### config.mk
export PLATFORM = sky130hd
export DESIGN_NAME = reg_read_sequencer
export DESIGN_NICKNAME = d
export VERILOG_FILES = /design/src/rtl/reg_read_sequencer.sv
export SDC_FILE = /design/constraint.sdc
export NUM_CORES = 1
export LEC_CHECK = 0
export ABC_CLOCK_PERIOD_IN_PS = 1800
export CORE_MARGIN = 3
export CORE_UTILIZATION = 25
export CTS_CLUSTER_DIAMETER = 200
export CTS_CLUSTER_SIZE = 24
export DETAILED_ROUTE_END_ITERATION = 6
export SLEW_MARGIN = 20
export SYNTH_ARGS = -nofsm -noshare
export SYNTH_HDL_FRONTEND = slang
export SYNTH_SLANG_ARGS = --single-unit
### constraint.sdc
create_clock -name clk -period 1.8 [get_ports clk]
set_clock_uncertainty 0.15 [all_clocks]
set_input_delay 0.27 -clock clk [delete_from_list [all_inputs] [get_ports clk]]
set_output_delay 0.27 -clock clk [all_outputs]
set_load 0.02 [all_outputs]
### src/rtl/reg_read_sequencer.sv
// Operand-fetch sequencer: takes a LEGv8 word and reads Rn and Rm/Rt through a register-file port with one cycle of latency.
// It then holds the operands until the consumer accepts them. Option: SEQ_BYPASS_EN lets the next accept overlap the op handshake.
module reg_read_sequencer #(
  parameter int DATA_W = 64
) (
  input  logic              clk,
  input  logic              rst_n,
  input  logic              instr_valid,
  output logic              instr_ready,
  input  logic [31:0]       instr,
  output logic [4:0]        rd_addr,
  output logic              reg2loc,
  input  logic [DATA_W-1:0] rd_data,
  output logic              op_valid,
  input  logic              op_ready,
  output logic [DATA_W-1:0] op_a,
  output logic [DATA_W-1:0] op_b,
  output logic [4:0]        op_dst
);

  typedef enum logic [2:0] {
    IDLE = 3'd0,
    RD_A = 3'd1,
    RD_B = 3'd2,
    CAP  = 3'd3,
    OUT  = 3'd4
  } state_t;

  state_t            state_q, state_d, first_state;
  logic [4:0]        rn_q, rn_d, rm_q, rm_d, dst_q, dst_d;
  logic              need_a_q, need_a_d, need_b_q, need_b_d;
  logic              reg2loc_q, reg2loc_d;
  logic [DATA_W-1:0] op_a_q, op_a_d, op_b_q, op_b_d;
  logic              dec_need_a, dec_need_b, dec_reg2loc;
  logic              accept;
  logic              unused_instr_bits;

  // Shamt / imm bits [15:10] never select a register.
  assign unused_instr_bits = ^instr[15:10];
  assign accept            = instr_valid & instr_ready;

  // Decode of the word on the instr port; only consulted on an accept edge.
  always_comb begin
    dec_need_a  = 1'b1;
    dec_need_b  = 1'b1;
    dec_reg2loc = 1'b0;
    if (instr[31:21] == 11'h7C0) begin
      dec_reg2loc = 1'b1;
    end else if (instr[31:21] == 11'h7C2) begin
      dec_need_b = 1'b0;
    end else if (instr[31:24] == 8'hB4) begin
      dec_need_a  = 1'b0;
      dec_reg2loc = 1'b1;
    end else if (instr[31:26] == 6'b000101) begin
      dec_need_a = 1'b0;
      dec_need_b = 1'b0;
    end
    if (dec_need_a) begin
      first_state = RD_A;
    end else if (dec_need_b) begin
      first_state = RD_B;
    end else begin
      first_state = OUT;
    end
  end

  always_ff @(posedge clk or negedge rst_n) begin
    if (!rst_n) begin
      state_q <= IDLE;
    end else begin
      state_q <= state_d;
    end
  end

  always_comb begin
    state_d = state_q;
    case (state_q)
      IDLE:    if (accept) state_d = first_state;
      RD_A:    state_d = need_b_q ? RD_B : CAP;
      RD_B:    state_d = CAP;
      CAP:     state_d = OUT;
      OUT:     if (op_ready) state_d = accept ? first_state : IDLE;
      default: state_d = IDLE;
    endcase
  end

  always_comb begin
    rn_d      = rn_q;
    rm_d      = rm_q;
    dst_d     = dst_q;
    need_a_d  = need_a_q;
    need_b_d  = need_b_q;
    reg2loc_d = reg2loc_q;
    op_a_d    = op_a_q;
    op_b_d    = op_b_q;
    if (accept) begin
      rn_d      = instr[9:5];
      rm_d      = instr[20:16];
      dst_d     = instr[4:0];
      need_a_d  = dec_need_a;
      need_b_d  = dec_need_b;
      reg2loc_d = dec_reg2loc;
      op_a_d    = '0;
      op_b_d    = '0;
    end else begin
      case (state_q)
        // rd_data here answers the RD_A address issued last cycle.
        RD_B:    if (need_a_q) op_a_d = rd_data;
        CAP: begin
          if (need_b_q) begin
            op_b_d = rd_data;
          end else begin
            op_a_d = rd_data;
          end
        end
        OUT:     if (op_ready) reg2loc_d = 1'b0;
        default: ;
      endcase
    end
  end

  always_ff @(posedge clk or negedge rst_n) begin
    if (!rst_n) begin
      rn_q      <= '0;
      rm_q      <= '0;
      dst_q     <= '0;
      need_a_q  <= 1'b0;
      need_b_q  <= 1'b0;
      reg2loc_q <= 1'b0;
      op_a_q    <= '0;
      op_b_q    <= '0;
    end else begin
      rn_q      <= rn_d;
      rm_q      <= rm_d;
      dst_q     <= dst_d;
      need_a_q  <= need_a_d;
      need_b_q  <= need_b_d;
      reg2loc_q <= reg2loc_d;
      op_a_q    <= op_a_d;
      op_b_q    <= op_b_d;
    end
  end

  always_comb begin
    instr_ready = 1'b0;
    rd_addr     = '0;
    op_valid    = 1'b0;
    if (rst_n) begin
`ifdef SEQ_BYPASS_EN
      instr_ready = (state_q == IDLE) || ((state_q == OUT) && op_ready);
`else
      instr_ready = (state_q == IDLE);
`endif
    end
    case (state_q)
      RD_A:    rd_addr = rn_q;
      RD_B:    rd_addr = reg2loc_q ? dst_q : rm_q;
      OUT:     op_valid = 1'b1;
      default: ;
    endcase
  end

  assign reg2loc = reg2loc_q;
  assign op_a    = op_a_q;
  assign op_b    = op_b_q;
  assign op_dst  = dst_q;

endmodule

==> results.yml, run 1 <==
die:
  num_rows: 60
  start_util: 0.258
  total_core_area_um2: 27400
  fp.dieH_um: 174
  die_span_x_um: 174
  top_level_ports: 241
  floorplan.die_area_um2: 30400
timing:
  rsz_0062_raised_after_global_routing: "true"
  final_setup_violating_endpoints: 153
  period_needed_ns: 2.02
  final-max-slew-violation-count: 0
  worst_slew_pin_slew_ns: 0.570
  worst_slew_margin_rel: 0.620
  final.setup.tns_ns: -19.27
  post-route-period-util: 1.12
  max_freq_mhz: 496
  finalHoldViolations: 0
  fin_ws_ns: -0.217
route:
  route.vias.total: 6809
  route.detailed.wl_per_inst_um: 19.4
  drt-total-wl_um: 26800
  route.detailed.drc: 0
  drt_pre_antenna_iters: 5
  drt_iter0_markers: 541
  avgViaCountPerCell: 4.93
  ant_nets: 0
power:
  p_leak_uw: 0.00489
  peakVddDrop_uv: 835
  power_per_cell_area_nw_per_um2: 1780
  design_power_total_uw: 19700
status:
  status: "complete, but fails checks"
  failed_checks: "negative setup slack"
critical_path:
  critPathKind: "flip-flop to flip-flop"
  cp_cell_sequence: "buf_6, buf_4, buf_6, nand4bb_4, nor2_8, clkbuf_16, mux2_2"
  cp_max_fo: 5
  start_kind: "flip-flop"
  setup.worst_path.start: "state_q[1]"
  peak_per_stage_delay_on_the_critical_path_ns: 0.40
  timing.reg2reg.worst_path_depth: 7
  worstPathRequired_ns: 1.95
  crit_arrival_ns: 2.17
  crit_path_frequent_cell: "buf_6"
  r2r-start: "state_q[1]"
  worst_r2r_endpoint: "op_dst[0]"
  crit_slowest_cell: "dfrtp_2"
  worst-r2r-setup-slack_ns: -0.22
  worstSetupEndpointType: "flip-flop"
cts:
  cts_tree: "done"
  cts.root.buffer_cell: "clkbuf_16"
  clock_latency_ns: 0.41
  cts_num_sinks: 149
  clk_pin_slew_ns: 0.07
  htree_levels: 4
  cts-buffers-inserted: 17
  clk_path_buf_depth: 2
min_path:
  hold_path_class: "input pin to flip-flop"
  hold_path_depth: 4
  worst_hold_path.endpoint: "need_b_q"
  hp-start: "rst_n"
yosys:
  yosys.area.top_type_share: 0.527
  synthesis.yosys.warnings: 0
  postSynthAreaPerCell_um2: 9.49
  synth_seq_area_share: 0.527
  synth_edf_count: 0
  ys_dominant_reg_cell: "dfrtp_1"
  post_synth_num_cell_types: 39
  synth_area_leader_cell: "dfrtp_1"
  postSynthNetCount: 846
  syn-instance-count: 746
  synth.ff_latch_count: 149
  async_flop_share: 1.00
  netlist_top_cells_area: "dfrtp_1 (53%), nand2_1 (14%), o2111ai_1 (7.9%), o211ai_1 (6.8%), a21oi_1 (4.6%)"
  syn-cell-area_um2: 7080
final_layout:
  final_layout_size_suffix_gt1_frac: 0.150
  nNetsFinal: 1098
  final_non_filler_cell_area_um2: 11100
  mostFrequentLayoutCell: "nand2_1"
  insertedDiodeCount: 0
  area_growth_pct: 56.3
  final_cell_mix: "nand2_1 (257), dfrtp_1 (147), dlygate4sd2_1 (132), clkdlybuf4s50_1 (92), a21oi_1 (65)"
global_routing:
  grt.total_usage: 0.171
  grt_max_degree: 92
  antenna_violations_before_repair: 1
  globalRouteOverflowTotal: 0
  first_pass_grt_wire_length_um: 41100
  first_global_vias: 6852
placed_design:
  dpl_cell_area_um2: 10000
  port_buffers: 234
  place_congestion: 0.761
  detailed_place_hpwl_um: 16900
run:
  maxCapViolations: 0
## through the flow
stage	hold slack, ns	worst slack (ns)	util	std cells
2_1_floorplan	-0.176	0.0244	-	746
3_3_place_gp	0.219	-0.261	0.366	1326
3_5_place_dp	0.212	-0.234	0.366	1326
4_1_cts	0.268	-0.232	0.396	1375
5_1_grt	0.233	-0.279	0.404	1382
6_report	0.238	-0.217	0.404	1382
## registers in the layout (all words and copies together) (netlist names)
signal    flops
need_a_q      1
need_b_q      1
op_a         64
op_b         64
op_dst        5
reg2loc       1
rm_q          5
rn_q          5
state_q       3
## layout make-up
type,instances,area [µm²]
Clock buffer,23,488
Tap cell,372,465
Multi-Input combinational cell,517,3020
Sequential cell,149,3730
Fill cell,2739,16300
Timing Repair Buffer,309,3290
Clock inverter,8,51.3
Inverter,4,15.0
## metal layers
| layer | global-route usage | up-vias | wire length (µm) |
|---|---|---|---|
| li1 | - | 3168 | - |
| met1 | 0.236 | 3402 | 12400 |
| met2 | 0.274 | 220 | 12600 |
| met3 | 0.0435 | 17 | 1680 |
| met4 | 0.0305 | 2 | 197 |
| met5 | 0 | - | 12 |
## synth_stat cells (2+ instances only)
library cell	instances
a21oi_1	65
buf_1	5
buf_2	23
buf_4	18
buf_6	9
clkbuf_1	21
dfrtp_1	149
inv_1	4
mux2_1	9
mux2_2	6
mux2i_1	6
nand2_1	264
nand2b_1	2
nand4b_1	2
nand4bb_1	2
nor2b_1	3
nor3b_1	2
nor4b_1	2
o2111ai_1	64
o211ai_1	64
o21ai_0	5
o21ai_1	2
o31ai_1	3
## cells by family (layout without fill, tap and decap cells)
| group | Yosys count | in the layout | synth area share |
|---|---|---|---|
| AND/OR/NAND/NOR | 286 | 286 | 0.166 |
| AO/OA/AOI/OAI | 210 | 210 | 0.209 |
| flip-flops | 149 | 149 | 0.527 |
| buffers and inverters | 80 | 344 | 0.0656 |
| multiplexers | 21 | 21 | 0.0323 |
## how the worst max path moves through the flow
| stage | to | cells past startpoint |
|---|---|---|
| 4_1_cts | op_valid | 5 |
| 3_3_place_gp | rd_addr[4] | 4 |
| 3_5_place_dp | rd_addr[4] | 4 |
| 2_1_floorplan | rd_addr[0] | 4 |
| 6_report | op_dst[0] | 7 |
| 5_1_grt | op_dst[0] | 7 |
## worst max-delay path, delay by kind of cell (launching register included)
family / cells / cell delay, ns
flops: 1 / 0.40
buf+inv: 4 / 0.56
simple gates: 2 / 0.46
mux: 1 / 0.32
## power by group
group / leakage [µW] / switching [µW] / internal [µW]
clock: 0.000261 / 1450 / 1900
sequential: 0.00186 / 997 / 4910
combinational: 0.00277 / 6140 / 4320
## repair_timing
| item | 4_1_cts | 5_1_grt |
|---|---|---|
| hold buffers | 1 | 0 |
| setup buffers | 9 | 5 |
| cloned | 8 | 5 |
| setup endpoints to repair | 256 | 157 |
| endpoints found under the hold margin | 117 | 0 |
| resized for setup | 214 | 26 |
| pin swaps | 5 | 4 |
Note: power is estimated with default switching activity, not from simulation.
==> run 2, diff against run 1 <==
- CORE_MARGIN: 3 -> not set
==> results.yml, run 2 (synthesis results as in run 1) <==
min_path:
  hold_path_depth: 3
  hold_path_class: "input pin to flip-flop"
  hp-start: "rd_data[24]"
  worst_hold_path.endpoint: "op_b[24]"
final_layout:
  seq_area_um2: 3730
  mostFrequentLayoutCell: "nand2_1"
  total_area_of_multi_input_combinational_cells_um2: 3240
  final_layout_size_suffix_gt1_frac: 0.206
  nNetsFinal: 1102
  area_growth_pct: 60.8
  n_fill_cell: 2784
  final_cell_mix: "nand2_1 (240), dfrtp_1 (147), dlygate4sd2_1 (134), clkdlybuf4s50_1 (92)"
cts:
  clk_pin_slew_ns: 0.07
  cts-buffers-inserted: 17
  clock_latency_ns: 0.42
  cts_num_sinks: 149
  clk_path_buf_depth: 2
  cts.root.buffer_cell: "clkbuf_16"
  htree_levels: 4
  cts_tree: "done"
power:
  design_power_total_uw: 20500
  peakVddDrop_uv: 674
  p_leak_uw: 0.00493
  power_per_cell_area_nw_per_um2: 1800
global_routing:
  antenna_violations_before_repair: 1
  first_pass_grt_wire_length_um: 40400
  grt_max_degree: 128
  grt.total_usage: 0.182
  first_global_vias: 6884
  globalRouteOverflowTotal: 0
placed_design:
  setup_ws_pre_cts_ns: -0.275
  detailed_place_hpwl_um: 15900
  port_buffers: 234
  place_congestion: 0.721
timing:
  worst_slew_margin_rel: 0.521
  finalHoldViolations: 0
  period_needed_ns: 2.09
  fin_ws_ns: -0.291
  final_setup_violating_endpoints: 122
  max_freq_mhz: 478
  final-max-slew-violation-count: 0
  post-route-period-util: 1.16
  rsz_0062_raised_after_global_routing: "true"
  worst_slew_pin_slew_ns: 0.718
die:
  floorplan.die_area_um2: 29000
  total_core_area_um2: 27800
  num_rows: 61
  die_span_x_um: 170
  start_util: 0.255
  fp.dieH_um: 170
  top_level_ports: 241
run:
  maxCapViolations: 0
critical_path:
  crit_slowest_cell: "dfrtp_2"
  cp_cell_sequence: "buf_6, buf_6, buf_6, nand4bb_4, buf_4, nor2_8, buf_6, buf_16, buf_12, buf_16, a21oi_1"
  crit_arrival_ns: 2.24
  timing.reg2reg.worst_path_depth: 11
  worstPathRequired_ns: 1.94
  worst-r2r-setup-slack_ns: -0.29
  worstSetupEndpointType: "flip-flop"
  peak_per_stage_delay_on_the_critical_path_ns: 0.43
  r2r-start: "state_q[1]"
  worst_r2r_endpoint: "op_b[46]"
  critPathKind: "flip-flop to flip-flop"
  cp_max_fo: 7
  start_kind: "flip-flop"
  crit_path_frequent_cell: "buf_6"
route:
  drt-total-wl_um: 26200
  ant_nets: 0
  drt_iter0_markers: 436
  route.vias.total: 6846
  route.detailed.drc: 0
  route.detailed.wl_per_inst_um: 18.8
  drt_pre_antenna_iters: 7
  avgViaCountPerCell: 4.91
status:
  failed_checks: "negative setup slack"
  status: "complete, but fails checks"
-- run 2: changes by cell type in the layout (fill, tap and decap cells not counted), sizes merged, moves of 2 or more --
| cell | previous run | this run |
|---|---|---|
| inv | 4 | 9 |
| dlygate4sd2 | 132 | 134 |
| clkbuf | 28 | 19 |
| clkinv | 5 | 3 |
| bufinv | 0 | 3 |
| buf | 76 | 85 |
-- run 2: how the worst max path moves through the flow --
stage	from	to	slack [ns]	depth (start not counted)
finish	state_q[1]	op_b[46]	-0.29	11
global route	state_q[1]	op_a[36]	-0.35	11
CTS	state_q[1]	op_valid	-0.29	5
detailed placement	state_q[2]	rd_addr[4]	-0.28	4
global placement	state_q[2]	rd_addr[4]	-0.29	4
floorplan	state_q[2]	rd_addr[0]	0.02	4
-- run 2: layout make-up --
| type | instances | area share |
|---|---|---|
| Antenna cell | 1 | 0.000220 |
| Multi-Input combinational cell | 517 | 0.284 |
| Clock inverter | 13 | 0.0149 |
| Inverter | 4 | 0.00132 |
| Tap cell | 378 | 0.0415 |
| Sequential cell | 149 | 0.328 |
| Timing Repair Buffer | 313 | 0.292 |
| Clock buffer | 19 | 0.0380 |
-- run 2: per-stage QoR --
stage	instances	instance area (µm²)	util	hold WS (ns)	setup TNS, ns
5_1_grt	1393	11400	0.410	0.278	-34.52
3_5_place_dp	1328	10000	0.360	0.211	-18.85
3_3_place_gp	1328	10000	0.360	0.213	-18.09
2_1_floorplan	746	7090	-	-0.176	0
4_1_cts	1385	11200	0.403	0.258	-20.18
6_report	1394	11400	0.410	0.287	-27.21
-- run 2: repair_timing --
| action | 4_1_cts | 5_1_grt |
|---|---|---|
| hold buffers | 1 | 0 |
| pin swaps | 4 | 14 |
| cloned | 8 | 0 |
| hold endpoints to repair | 149 | 0 |
| endpoints found under the setup margin | 222 | 156 |
| gates resized for setup | 264 | 49 |
| setup buffers | 16 | 8 |
-- run 2: critical path, delay by kind of cell, from the launching register on --
kind | cells | cell delay (ns)
flip-flops | 1 | 0.43
AND/OR/NAND/NOR | 2 | 0.30
AO/OA/AOI/OAI | 1 | 0.05
buffers and inverters | 8 | 1.02
-- run 2: report_power, final --
part / switching, µW / internal, µW / total, µW / leakage, µW
clock network: 1570 / 2210 / 3780 / 0.000291
logic: 6220 / 4540 / 10800 / 0.00278
registers: 1030 / 4910 / 5940 / 0.00186
-- run 2: layer usage --
| layer | GRT usage | share of wire | vias to the layer above |
|---|---|---|---|
| met5 | 0 | 0 | - |
| met4 | 0.0396 | 0.0082 | 0 |
| met3 | 0.0574 | 0.070 | 15 |
| met2 | 0.288 | 0.47 | 221 |
| met1 | 0.242 | 0.46 | 3438 |
| li1 | - | - | 3172 |
